## src/rtl/hilo_muldiv.sv

```systemverilog
// hilo_muldiv: architectural HI/LO registers with an iterative multiply/divide
// engine for the EX stage. MULT/MULTU use shift-add, DIV/DIVU use restoring
// division, one bit per cycle over DW cycles. MTHI/MTLO write HI/LO directly.
// Optional feature macro: HILO_DIV_EN compiles in the divider datapath; when it
// is undefined DIV/DIVU are accepted as single-cycle no-ops.
module hilo_muldiv #(
  parameter int DW = 32,
  parameter int CW = $clog2(DW) + 1
) (
  input  logic          clk,
  input  logic          rst,
  input  logic          flush,
  input  logic          op_valid,
  input  logic [2:0]    op,
  input  logic [DW-1:0] rs_data,
  input  logic [DW-1:0] rt_data,
  output logic          op_ready,
  output logic          busy,
  output logic          done,
  output logic [DW-1:0] hi_o,
  output logic [DW-1:0] lo_o
);

  localparam logic [2:0] OP_MTHI = 3'd4;
  localparam logic [2:0] OP_MTLO = 3'd5;

  typedef enum logic [1:0] {S_IDLE, S_PREP, S_CALC, S_DONE} state_t;

  state_t              state_reg, state_next;
  logic [1:0]          op_reg;        // [1] = divide, [0] = unsigned
  logic [DW-1:0]       rs_reg, rt_reg;
  logic [DW-1:0]       opnd_reg;      // multiplicand or divisor magnitude
  logic [2*DW-1:0]     acc_reg;
  logic [CW-1:0]       cnt_reg;
  logic                neg_q_reg;     // product / quotient must be negated
  logic [DW-1:0]       hi_reg, lo_reg;
  logic                done_reg;

  logic                accept, start;
  logic                rs_neg, rt_neg;
  logic [DW-1:0]       rs_abs, rt_abs;
  logic [DW:0]         mul_sum;
  logic [2*DW-1:0]     mul_next, acc_step;
  logic [2*DW-1:0]     prod_fix;
  logic [DW-1:0]       res_hi, res_lo;

  assign accept = op_valid & op_ready & ~flush;
`ifdef HILO_DIV_EN
  assign start  = accept & (op[2] == 1'b0);
`else
  assign start  = accept & (op[2:1] == 2'b00);
`endif

  // Magnitudes of the latched operands; unsigned ops pass straight through
  assign rs_neg = ~op_reg[0] & rs_reg[DW-1];
  assign rt_neg = ~op_reg[0] & rt_reg[DW-1];
  assign rs_abs = rs_neg ? -rs_reg : rs_reg;
  assign rt_abs = rt_neg ? -rt_reg : rt_reg;

  // Shift-add step: add multiplicand into the upper half when LSB set, shift right
  assign mul_sum  = {1'b0, acc_reg[2*DW-1:DW]} + (acc_reg[0] ? {1'b0, opnd_reg} : '0);
  assign mul_next = {mul_sum, acc_reg[DW-1:1]};
  assign prod_fix = neg_q_reg ? -acc_reg : acc_reg;

`ifdef HILO_DIV_EN
  logic          neg_r_reg;
  logic [DW:0]   div_trial;
  logic [2*DW-1:0] div_next;
  logic [DW-1:0] quo_fix, rem_fix;

  // Restoring step: shift {rem,quo} left, keep the trial subtraction if non-negative
  assign div_trial = acc_reg[2*DW-1:DW-1] - {1'b0, opnd_reg};
  assign div_next  = div_trial[DW] ? {acc_reg[2*DW-2:0], 1'b0}
                                   : {div_trial[DW-1:0], acc_reg[DW-2:0], 1'b1};
  assign quo_fix   = neg_q_reg ? -acc_reg[DW-1:0]    : acc_reg[DW-1:0];
  assign rem_fix   = neg_r_reg ? -acc_reg[2*DW-1:DW] : acc_reg[2*DW-1:DW];
  assign acc_step  = op_reg[1] ? div_next : mul_next;

  // Final HI/LO selection; divide by zero returns the dividend and all-ones
  always_comb begin
    res_hi = prod_fix[2*DW-1:DW];
    res_lo = prod_fix[DW-1:0];
    if (op_reg[1]) begin
      if (rt_reg == '0) begin
        res_hi = rs_reg;
        res_lo = '1;
      end else begin
        res_hi = rem_fix;
        res_lo = quo_fix;
      end
    end
  end
`else
  assign acc_step = mul_next;

  // Final HI/LO selection: only the multiplier exists in this build
  always_comb begin
    res_hi = prod_fix[2*DW-1:DW];
    res_lo = prod_fix[DW-1:0];
  end
`endif

  // State register
  always_ff @(posedge clk) begin
    if (rst) state_reg <= S_IDLE;
    else     state_reg <= state_next;
  end

  // Next-state logic; flush abandons any in-flight operation
  always_comb begin
    state_next = state_reg;
    case (state_reg)
      S_IDLE: if (start) state_next = S_PREP;
      S_PREP: state_next = flush ? S_IDLE : S_CALC;
      S_CALC: if (flush) state_next = S_IDLE;
              else if (cnt_reg == CW'(DW - 1)) state_next = S_DONE;
      S_DONE: state_next = S_IDLE;
      default: state_next = S_IDLE;
    endcase
  end

  // Handshake outputs decoded from state
  always_comb begin
    op_ready = (state_reg == S_IDLE);
    busy     = (state_reg != S_IDLE);
  end

  // Operand latch, sign preparation and iteration datapath
  always_ff @(posedge clk) begin
    if (start) begin
      op_reg <= op[1:0];
      rs_reg <= rs_data;
      rt_reg <= rt_data;
    end
    if (state_reg == S_PREP) begin
      neg_q_reg <= rs_neg ^ rt_neg;
`ifdef HILO_DIV_EN
      neg_r_reg <= rs_neg;
      opnd_reg  <= op_reg[1] ? rt_abs : rs_abs;
      acc_reg   <= {{DW{1'b0}}, (op_reg[1] ? rs_abs : rt_abs)};
`else
      opnd_reg  <= rs_abs;
      acc_reg   <= {{DW{1'b0}}, rt_abs};
`endif
    end else if (state_reg == S_CALC) begin
      acc_reg <= acc_step;
    end
  end

  // Iteration counter
  always_ff @(posedge clk) begin
    if (rst)                         cnt_reg <= '0;
    else if (state_reg == S_PREP)    cnt_reg <= '0;
    else if (state_reg == S_CALC)    cnt_reg <= cnt_reg + 1'b1;
  end

  // Architectural HI/LO plus the registered completion pulse
  always_ff @(posedge clk) begin
    if (rst) begin
      hi_reg   <= '0;
      lo_reg   <= '0;
      done_reg <= 1'b0;
    end else begin
      done_reg <= 1'b0;
      if (accept && op == OP_MTHI) hi_reg <= rs_data;
      if (accept && op == OP_MTLO) lo_reg <= rs_data;
      if (state_reg == S_DONE && !flush) begin
        hi_reg   <= res_hi;
        lo_reg   <= res_lo;
        done_reg <= 1'b1;
      end
    end
  end

  assign hi_o = hi_reg;
  assign lo_o = lo_reg;
  assign done = done_reg;

endmodule

```

## config.mk

```make
export PLATFORM = sky130hd
export DESIGN_NAME = hilo_muldiv
export DESIGN_NICKNAME = d
export VERILOG_FILES = /design/src/rtl/hilo_muldiv.sv
export SDC_FILE = /design/constraint.sdc
export NUM_CORES = 1
export LEC_CHECK = 0
export ABC_CLOCK_PERIOD_IN_PS = 13100
export CAP_MARGIN = 20
export CORE_MARGIN = 1.5
export CORE_UTILIZATION = 45
export CTS_BUF_LIST = sky130_fd_sc_hd__clkbuf_8
export DETAILED_ROUTE_END_ITERATION = 7
export PLACE_DENSITY = 0.77
export SYNTH_ARGS = -nofsm -noshare
export SYNTH_HDL_FRONTEND = slang
export SYNTH_SLANG_ARGS = --single-unit
export TNS_END_PERCENT = 20
```

## constraint.sdc

```tcl
create_clock -name clk -period 13.1 [get_ports clk]
set_clock_uncertainty 0.1 [all_clocks]
set_input_delay 2.62 -clock clk [delete_from_list [all_inputs] [get_ports clk]]
set_output_delay 2.62 -clock clk [all_outputs]
set_load 0.05 [all_outputs]
```

Word level (Yosys, flattened, before mapping)
Index checks and enable logic that the tools add are counted.

operators by class
  $lt $le $gt $ge = 0
  add/subtract/negate cells = 5
  bitwise logic cells = 8
  shift operators = 0
  $mul = 0
  mux-type cells = 16
  equal/unequal tests = 8
  reductions and logical operators = 12
  divide/modulo/power cells = 0

operators by type and width
  cell                                                   count
  two-way mux 32 bit                                     9
  two-way mux 64 bit                                     1
  negation 32 bit                                        2
  negation 64 bit                                        1
  adder 32 x 32 -> 33 bit                                1
  two-way mux 2 bit                                      4
  case mux 2 bit (4 select lines)                        1
  nonzero test 2 bit                                     4
  adder 6 x 1 -> 6 bit, second input constant            1
  == test 3 bit, second input constant                   2
  == test 6 x 5 -> 1 bit, second input constant          1
  AND 1 bit                                              5
  == test 2 bit, second input constant                   2
  logical NOT 2 bit                                      2
  logical AND 1 bit                                      3
  inequality test 3 bit, second input constant           1
  == test 2 x 1 -> 1 bit, second input constant          1
  inequality test 2 x 1 -> 1 bit, second input constant  1
  NOT 1 bit                                              2
  AND reduction 2 bit                                    1
  OR reduction 2 bit                                     1
  logical NOT 1 bit                                      1
  two-way mux 1 bit                                      1
  bitwise XOR 1 bit                                      1

word-level totals
  bits of input ports = 71
  latch bits = 0
  memories kept = 0
  memory bits (read-only) = 0
  bits in writable memories = 0
  word-level logic and storage cells = 61
  register bits after elaboration = 235
  output and inout port bits = 67

Longest topological paths before layout
Gate-level depths: netlist of the first run.

  depth after elaboration = 6
  mapped depth = 11

Worst setup path before layout of the first run
Ideal clock, no wire load.

  path kind = input port to flip-flop
  from = in flush
  to = reg state_reg[1]
  path slack = 5.784 ns
  required time = 12.930 ns
  setup time = 0.070 ns
  stages on the path = 5
  arrival time = 7.145 ns
  cell sequence = nor4b_1 nor2b_1 o21ai_0 or4_1 a21oi_1

on the way
  cells in the longest elaborated chain, start to end = 5

RTL lines
  what                                             line  RTL
  start, declared                                  12    input logic flush,
  NOT 1 bit                                        47    assign accept = op_valid & op_ready & ~flush;
  AND 1 bit                                        47
  AND 1 bit                                        51    assign start = accept & (op[2:1] == 2'b00);
  via start                                        39    logic accept, start;
  inequality test 2 x 1 -> 1 bit (no source line)  -
  AND reduction 2 bit (no source line)             -
  end signal, assigned                             106   else state_reg <= state_next;
  end, declared                                    29    state_t state_reg, state_next;

The timed path passes the listed nets, and every way through them passes these cells.
A chain may end at the register's enable or synchronous reset.

Worst setup path after layout of the first run
  from = reg state_reg[0]
  to = out busy

on the way
  cells in the longest elaborated chain, start to end = 1

RTL lines
  what                line  RTL
  nonzero test 2 bit  125   busy = (state_reg != S_IDLE);
  end, declared       18    output logic busy,

Every way passes these cells.

==> summary.md, run 1 <==
| Metric | Value |
|---|---|
| Overflow left after global routing | 0 |
| Hold WS | 0.390 ns |
| Ant. Diodes | 0 |
| Max cap viols | 0 |
| Post-Place Cells | 1779 |
| Highest Clock Rate | 0.202 GHz |
| Clock Tree Root | clkbuf_8 |
| Sum of negative setup slack | 0 ns |
| Die W | 173 um |
| Compound-gate portion of the synthesized area | 0.159 |
| RSZ-0062 raised after global routing | false |
| Flop pwr share | 0.483 |
| Clk pin slew, worst setup/hold paths | 0.06 ns |
| Min-Delay Path Class | flop to flop |
| P_int | 1.28 mW |
| Initial antenna violation count | 0 |
| Synth Area in Adders | 0.0401 |
| Worst-path fanout max | 4 |
| Setup violators final | 0 |
| GPL Wtd Cong | 0.876 |
| Fin crit period | 4.94 ns |
| Ys Warns | 0 |
| Slew HR | 0.351 |
| Worst skew pair latency | 0.54 ns |
| Starting DRC count in detailed routing | 829 |
| Sinks on Clock Net | 235 |
| Post-synth EDFFs | 130 |
| H-tree levels | 2 |
| Maximum VDD drop | 0.0000764 V |
| Net Count, Synth | 1424 |
| Routed len/inst | 19.1 um |
| Mux share of post-synthesis cell area | 0.0570 |
| Largest register FFs | 64 |
| Area growth syn-to-layout | 19.5% |
| HPWL Detailed | 26.2 mm |
| ANT nets after route | 0 |
| Sw Ratio | 0.278 |
| Ys async rst share | 0 |
| Hold Fails Final Rpt | 0 |
| Crit end category | primary output |
| Setup CP Type | flop to primary output |
| Port Buffer Count | 137 |
| Site Rows | 62 |
| Sw Pwr | 0.492 mW |
| DRC viols | 0 |
| Pleak | 6.08 nW |
| CTS tree | done |
| Simple-gate area share of the yosys netlist | 0.158 |
| Arr. time, crit path | 2.22 ns |
| Yosys cell types | 62 |
| Post-Route Utilization | 0.544 |
| Outcome | finished clean |
| GR Util All Layers | 0.231 |
| Flops & latches, synth | 235 |
| Family with the most delay on the worst path | buffers and inverters |
| Initial Util | 0.455 |
| Worst slew pin tran | 0.974 ns |
| Global-route wire length before repair | 55.4 mm |
| Combinational power share | 0.146 |
| Most frequent CP cell | inv_1 |
| Post-synth design cell area | 0.0130 sq mm |
| Crit-path slowest cell | clkdlybuf4s50_1 |
| Drt total wl | 35.3 mm |
| CP Launch Type | flop |
| Detailed Routing Iterations Pass 1 | 5 |
| CTS buffer count | 40 |
| CP bufs+invs | 3 |
| Total power | 1.77 mW |
| Chip height | 173 um |
| Avg Cell Area, Syn | 9.90 sq um |
| Part of the power in the clock network | 0.371 |
| Vias in the first global route | 10500 |
| Final-stage net count | 1550 |
| Post-CTS Hold Fix Bufs | 0 |
| Fin cells | 1854 |
| Die area | 0.0299 sq mm |
| Post-CTS sizing | 0 |
| Combinational family with the most area after synthesis | compound AO/OA/AOI/OAI gates |
| Cells along the critical path | inv_1 -> ha_1 -> inv_1 -> clkdlybuf4s50_1 |
| Core Box Area | 0.0285 sq mm |
| Final Cycle Share | 0.377 |
| Post-CTS setup buffers | 0 |
| Predominant post-synthesis flop cell | edfxtp_1 |
| Area share of xor/xnor cells in the synthesized design | 0.0998 |
| Via count of the routed design | 10600 |
| CP max stage delay | 0.81 ns |
| Max-slew violations | 0 |
| I/O pin cnt | 138 |
| Pwr/cell area | 114 mW/mm^2 |
| Seq/Total Area, Yosys | 0.462 |
| Clk buf depth | 3 |
| Vias per std cell | 5.71 |
| Synth Instances | 1312 |
| Critical Path RT | 10.38 ns |
| Largest net degree at the start of global routing | 74 |
| Fraction of layout instances using a drive strength above 1 | 0.0667 |
path summary, 6_finish.rpt:
path	start	endpoint	slack, ns	depth (start not counted)
worst min-delay path	cnt_reg[5]	cnt_reg[5]	0.39	2
worst max-delay path	state_reg[0]	busy	8.16	4
worst max register to register	acc_reg[0]	acc_reg[56]	9.00	9
worst min register to register	cnt_reg[5]	cnt_reg[5]	0.39	2
cells by family after synthesis:
group | after synthesis
muxes | 74
buffers and inverters | 82
AOI/OAI and AO/OA | 332
and+or+nand+nor | 400
DFF | 235
adders and majority gates | 41
xor gates and xnor gates | 148
final cells by class:
class | count | area, sq um
fillers | 2495 | 13000
multi-input cells | 995 | 6700
flip-flops and latches | 235 | 6010
repair buffers | 147 | 1460
clock buffers | 48 | 661
well taps | 384 | 480
clock inverters | 26 | 148
inverters | 19 | 71.3
power by group through the flow:
stage / logic, mW / clock network, mW / registers [mW]
final: 0.258 / 0.658 / 0.856
after global routing: 0.281 / 0.704 / 0.860
after CTS: 0.256 / 0.669 / 0.855
after detailed placement: 0.254 / 0 / 0.871
after global placement: 0.251 / 0 / 0.869
after floorplan: 0.165 / 0 / 0.870
routing by layer:
layer  wire (um)  part of all wire  GRT usage
met1       15000              0.42      0.298
met2       17200              0.49      0.401
met3        2130             0.060     0.0319
met4         966             0.027     0.0757
met5           0                 0          0
cell usage after synthesis (2+ instances only):
| library cell | n | area [sq um] |
|---|---|---|
| o21a_1 | 7 | 52.6 |
| a21oi_1 | 90 | 450 |
| nand3_1 | 16 | 80.1 |
| nor4_1 | 10 | 62.6 |
| nor3_1 | 17 | 85.1 |
| and2_1 | 33 | 206 |
| edfxtp_1 | 130 | 3900 |
| nand4_1 | 10 | 62.6 |
| nand2_1 | 83 | 312 |
| nor2b_1 | 14 | 87.6 |
| or3b_2 | 3 | 26.3 |
| nand3b_1 | 4 | 30.0 |
| inv_1 | 19 | 71.3 |
| a21boi_0 | 4 | 30.0 |
| dfxtp_1 | 105 | 2100 |
| a31oi_1 | 10 | 62.6 |
| o31ai_1 | 20 | 150 |
| or3_1 | 15 | 93.8 |
| nand4b_1 | 2 | 17.5 |
| nand2b_1 | 21 | 131 |
| clkbuf_1 | 51 | 191 |
| or2_2 | 9 | 56.3 |
| o41ai_1 | 13 | 114 |
| o21ai_0 | 73 | 365 |
| buf_1 | 12 | 45.0 |
| o32ai_1 | 4 | 35.0 |
| nor2_1 | 123 | 462 |
| o41ai_2 | 2 | 32.5 |
| and3_1 | 6 | 37.5 |
| o22ai_1 | 49 | 307 |
| xnor2_1 | 57 | 499 |
| mux2i_1 | 74 | 741 |
| o311ai_0 | 3 | 26.3 |
| ha_1 | 40 | 500 |
| nor3b_1 | 7 | 52.6 |
| a211oi_1 | 27 | 203 |
| a21o_1 | 13 | 97.6 |
| or4_1 | 17 | 128 |
| xor2_1 | 91 | 797 |
| or4_4 | 3 | 33.8 |
| o211ai_1 | 4 | 30.0 |
worst register-to-register path, cell delays in order, from the launching register on:
cell,delay (ns)
edfxtp_1,0.78
and2_1,0.33
ha_1,0.38
nand2_1,0.09
o21ai_0,0.46
nand2_1,0.28
o311ai_0,0.84
a21boi_0,0.32
xor2_1,0.27
o21ai_0,0.10
cell usage in the layout, fill, tap and decap left out, types with 9 or more instances in the layout:
master,Yosys,routed
or3_1,15,15
nand3_1,16,15
nand2_1,83,83
o21ai_0,73,73
xor2_1,91,91
nor2b_1,14,13
or2_2,9,9
ha_1,40,39
nand4_1,10,10
nor2_1,123,122
a21o_1,13,13
clkbuf_8,0,48
inv_1,19,30
o41ai_1,13,13
xnor2_1,57,57
buf_4,0,9
a31oi_1,10,10
and2_1,33,33
o31ai_1,20,20
clkdlybuf4s50_1,0,137
edfxtp_1,130,130
or4_1,17,17
dfxtp_1,105,105
nor4_1,10,10
a211oi_1,27,27
o22ai_1,49,49
a21oi_1,90,90
nor3_1,17,17
nand2b_1,21,21
mux2i_1,74,74
clkinv_2,0,10
stage by stage:
| stage | setup WS (ns) | cell area, sq um |
|---|---|---|
| 2_1_floorplan | 5.78 | 13000 |
| 3_3_place_gp | 7.65 | 14700 |
| 3_5_place_dp | 7.52 | 14700 |
| 4_1_cts | 8.10 | 15500 |
| 5_1_grt | 8.04 | 15500 |
| 6_report | 8.16 | 15500 |
No activity file was read; power rests on OpenSTA's default activity.
==> run 2: changes to the inputs <==
Settings changed: ABC_CLOCK_PERIOD_IN_PS 13100 to 4380, PLACE_DENSITY 0.77 to 0.79.
Clock period 13.1 ns to 4.38 ns, I/O delays scaled along.
==> summary.md, run 2 (synthesized netlist as in run 1, its figures left out) <==
| Metric | Value |
|---|---|
| Outcome | finished clean |
| Ant. Diodes | 0 (unchanged) |
| Maximum VDD drop | 0.000209 V (+170%) |
| Part of the power in the clock network | 0.378 (+0.007) |
| Critical Path RT | 4.68 ns (-5.70 ns) |
| Largest register FFs | 64 (unchanged) |
| Crit end category | flop |
| Worst skew pair latency | 0.56 ns (+0.02 ns) |
| Global-route wire length before repair | 55.6 mm (+0.45%) |
| Fraction of layout instances using a drive strength above 1 | 0.0686 (+0.00190) |
| Chip height | 173 um (unchanged) |
| Vias per std cell | 5.81 (+1.7%) |
| Clock Tree Root | clkbuf_8 |
| Sinks on Clock Net | 235 (unchanged) |
| Setup violators final | 0 (unchanged) |
| CTS tree | done |
| Drt total wl | 35.7 mm (+1.1%) |
| DRC viols | 0 (unchanged) |
| Sw Ratio | 0.283 (+0.00545) |
| Pwr/cell area | 345 mW/mm^2 (+200%) |
| R2r setup slk | 0.86 ns (-8.14 ns) |
| Detailed Routing Iterations Pass 1 | 5 (unchanged) |
| Fin crit period | 3.52 ns |
| Post-CTS setup buffers | 0 (unchanged) |
| Min-Delay Path Class | flop to flop |
| P_int | 3.85 mW (+200%) |
| Max cap viols | 0 (unchanged) |
| RSZ-0062 raised after global routing | false |
| Initial antenna violation count | 0 (unchanged) |
| Most frequent cells in the layout | 137 x clkdlybuf4s50_1, 130 x edfxtp_1, 122 x nor2_1, 105 x dfxtp_1, 91 x xor2_1 |
| Multi-input logic area | 0.00670 sq mm (unchanged) |
| Arr. time, crit path | 3.83 ns (+1.61 ns) |
| Sw Pwr | 1.52 mW (+210%) |
| Initial Util | 0.455 (unchanged) |
| Pleak | 6.10 nW (+0.31%) |
| Largest net degree at the start of global routing | 67 (-9.5%) |
| Flop pwr share | 0.476 (-0.007) |
| GPL Wtd Cong | 0.949 (+8.3%) |
| Slew HR | 0.264 (-0.0863) |
| Filler Cells Inserted | 2568 (+2.9%) |
| Sum of negative setup slack | 0 ns (unchanged) |
| Vias in the first global route | 10500 (+0.067%) |
| Worst slew pin tran | 1.10 ns (+0.128 ns) |
| Site Rows | 62 (unchanged) |
| Core Box Area | 0.0285 sq mm (unchanged) |
| Register area | 0.00601 sq mm (unchanged) |
| Most common cell after layout, fill and taps aside | clkdlybuf4s50_1 |
| Die W | 173 um (unchanged) |
| Post-CTS sizing | 0 (unchanged) |
| Post-Route Utilization | 0.546 (+0.00197) |
| Combinational power share | 0.145 (about the same) |
| Die area | 0.0299 sq mm (unchanged) |
| Setup CP Type | flop to flop |
| Via count of the routed design | 10800 (+1.8%) |
| Starting DRC count in detailed routing | 965 (+16%) |
| ANT nets after route | 0 (unchanged) |
| I/O pin cnt | 138 (unchanged) |
| CTS buffer count | 41 (+2.5%) |
| Routed len/inst | 19.2 um (+0.90%) |
| Clk buf depth | 3 (unchanged) |
| GR Util All Layers | 0.234 (+0.00218) |
| Overflow left after global routing | 0 (unchanged) |
| H-tree levels | 2 (unchanged) |
| CP Launch Type | flop |
| Area growth syn-to-layout | 20.0% |
| Highest Clock Rate | 0.284 GHz |
| HPWL Detailed | 26.5 mm (+1.2%) |
| Port Buffer Count | 137 (unchanged) |
| Worst-path fanout max | 13 (+9) |
| Clk pin slew, worst setup/hold paths | 0.07 ns (about the same) |
| Final-stage net count | 1553 (+0.19%) |
| Hold Fails Final Rpt | 0 (unchanged) |
| Final Cycle Share | 0.804 |
| Post-CTS Hold Fix Bufs | 0 (unchanged) |
| Max-slew violations | 0 (unchanged) |
[run 2: changes by cell type in the layout (fill, tap and decap cells not counted)]
cell        change
buf_12          +1
buf_16          +1
bufinv_16       +1
clkbuf_8        -3
clkinv_1        +4
clkinv_2        +3
clkinvlp_4      -2
inv_1           -4
inv_6           +1
inv_8           +1
[run 2: cell type report]
class / count / area share
multi-input cells: 995 / 0.430
flip-flops and latches: 235 / 0.385
repair buffers: 149 / 0.0967
clock buffers: 45 / 0.0397
well taps: 384 / 0.0308
clock inverters: 30 / 0.0127
inverters: 19 / 0.00458
[run 2: worst max-delay path, cell delays in order, from the launching register on]
cell	delay [ns]
edfxtp_1	0.55
inv_1	0.12
ha_1	0.16
or3b_2	0.47
or4_1	0.53
nor4_2	0.38
nand3b_1	0.28
o41ai_1	0.45
xor2_1	0.21
o22ai_1	0.10
[run 2: path summary, 6_finish.rpt]
kind                                   start            to  depth (start not counted)
worst max-delay path              acc_reg[0]      hi_o[16]                          9
worst min-delay path            state_reg[1]  state_reg[1]                          2
worst max register to register    acc_reg[0]      hi_o[16]                          9
worst min register to register  state_reg[1]  state_reg[1]                          2
[run 2: power by group through the flow]
stage	clock network [mW]	registers (mW)	logic [mW]
2_1_floorplan	0	2.60	0.493
3_3_place_gp	0	2.60	0.751
3_5_place_dp	0	2.61	0.771
4_1_cts	2.05	2.56	0.777
5_1_grt	2.15	2.57	0.847
6_report	2.03	2.56	0.782
[run 2: per-layer routing]
metal  GRT usage  vias to the layer above  routed length, um
met5           0                        -                  0
met4      0.0931                        0               1250
met3      0.0460                       95               2930
met2       0.386                      465              16800
met1       0.302                     5127              14800
li1            -                     5099                  -
[run 2: stage by stage]
step / setup slack, ns / cell area (sq um) / hold WS (ns) / power [mW] / std cells
floorplan: 0.461 / 13000 / 0.355 / 3.09 / 1312
global placement: 1.04 / 14700 / 0.364 / 3.35 / 1781
detailed placement: 0.908 / 14800 / 0.392 / 3.38 / 1782
CTS: 0.880 / 15600 / 0.403 / 5.39 / 1857
global route: 0.675 / 15600 / 0.432 / 5.57 / 1857
finish: 0.857 / 15600 / 0.416 / 5.38 / 1857
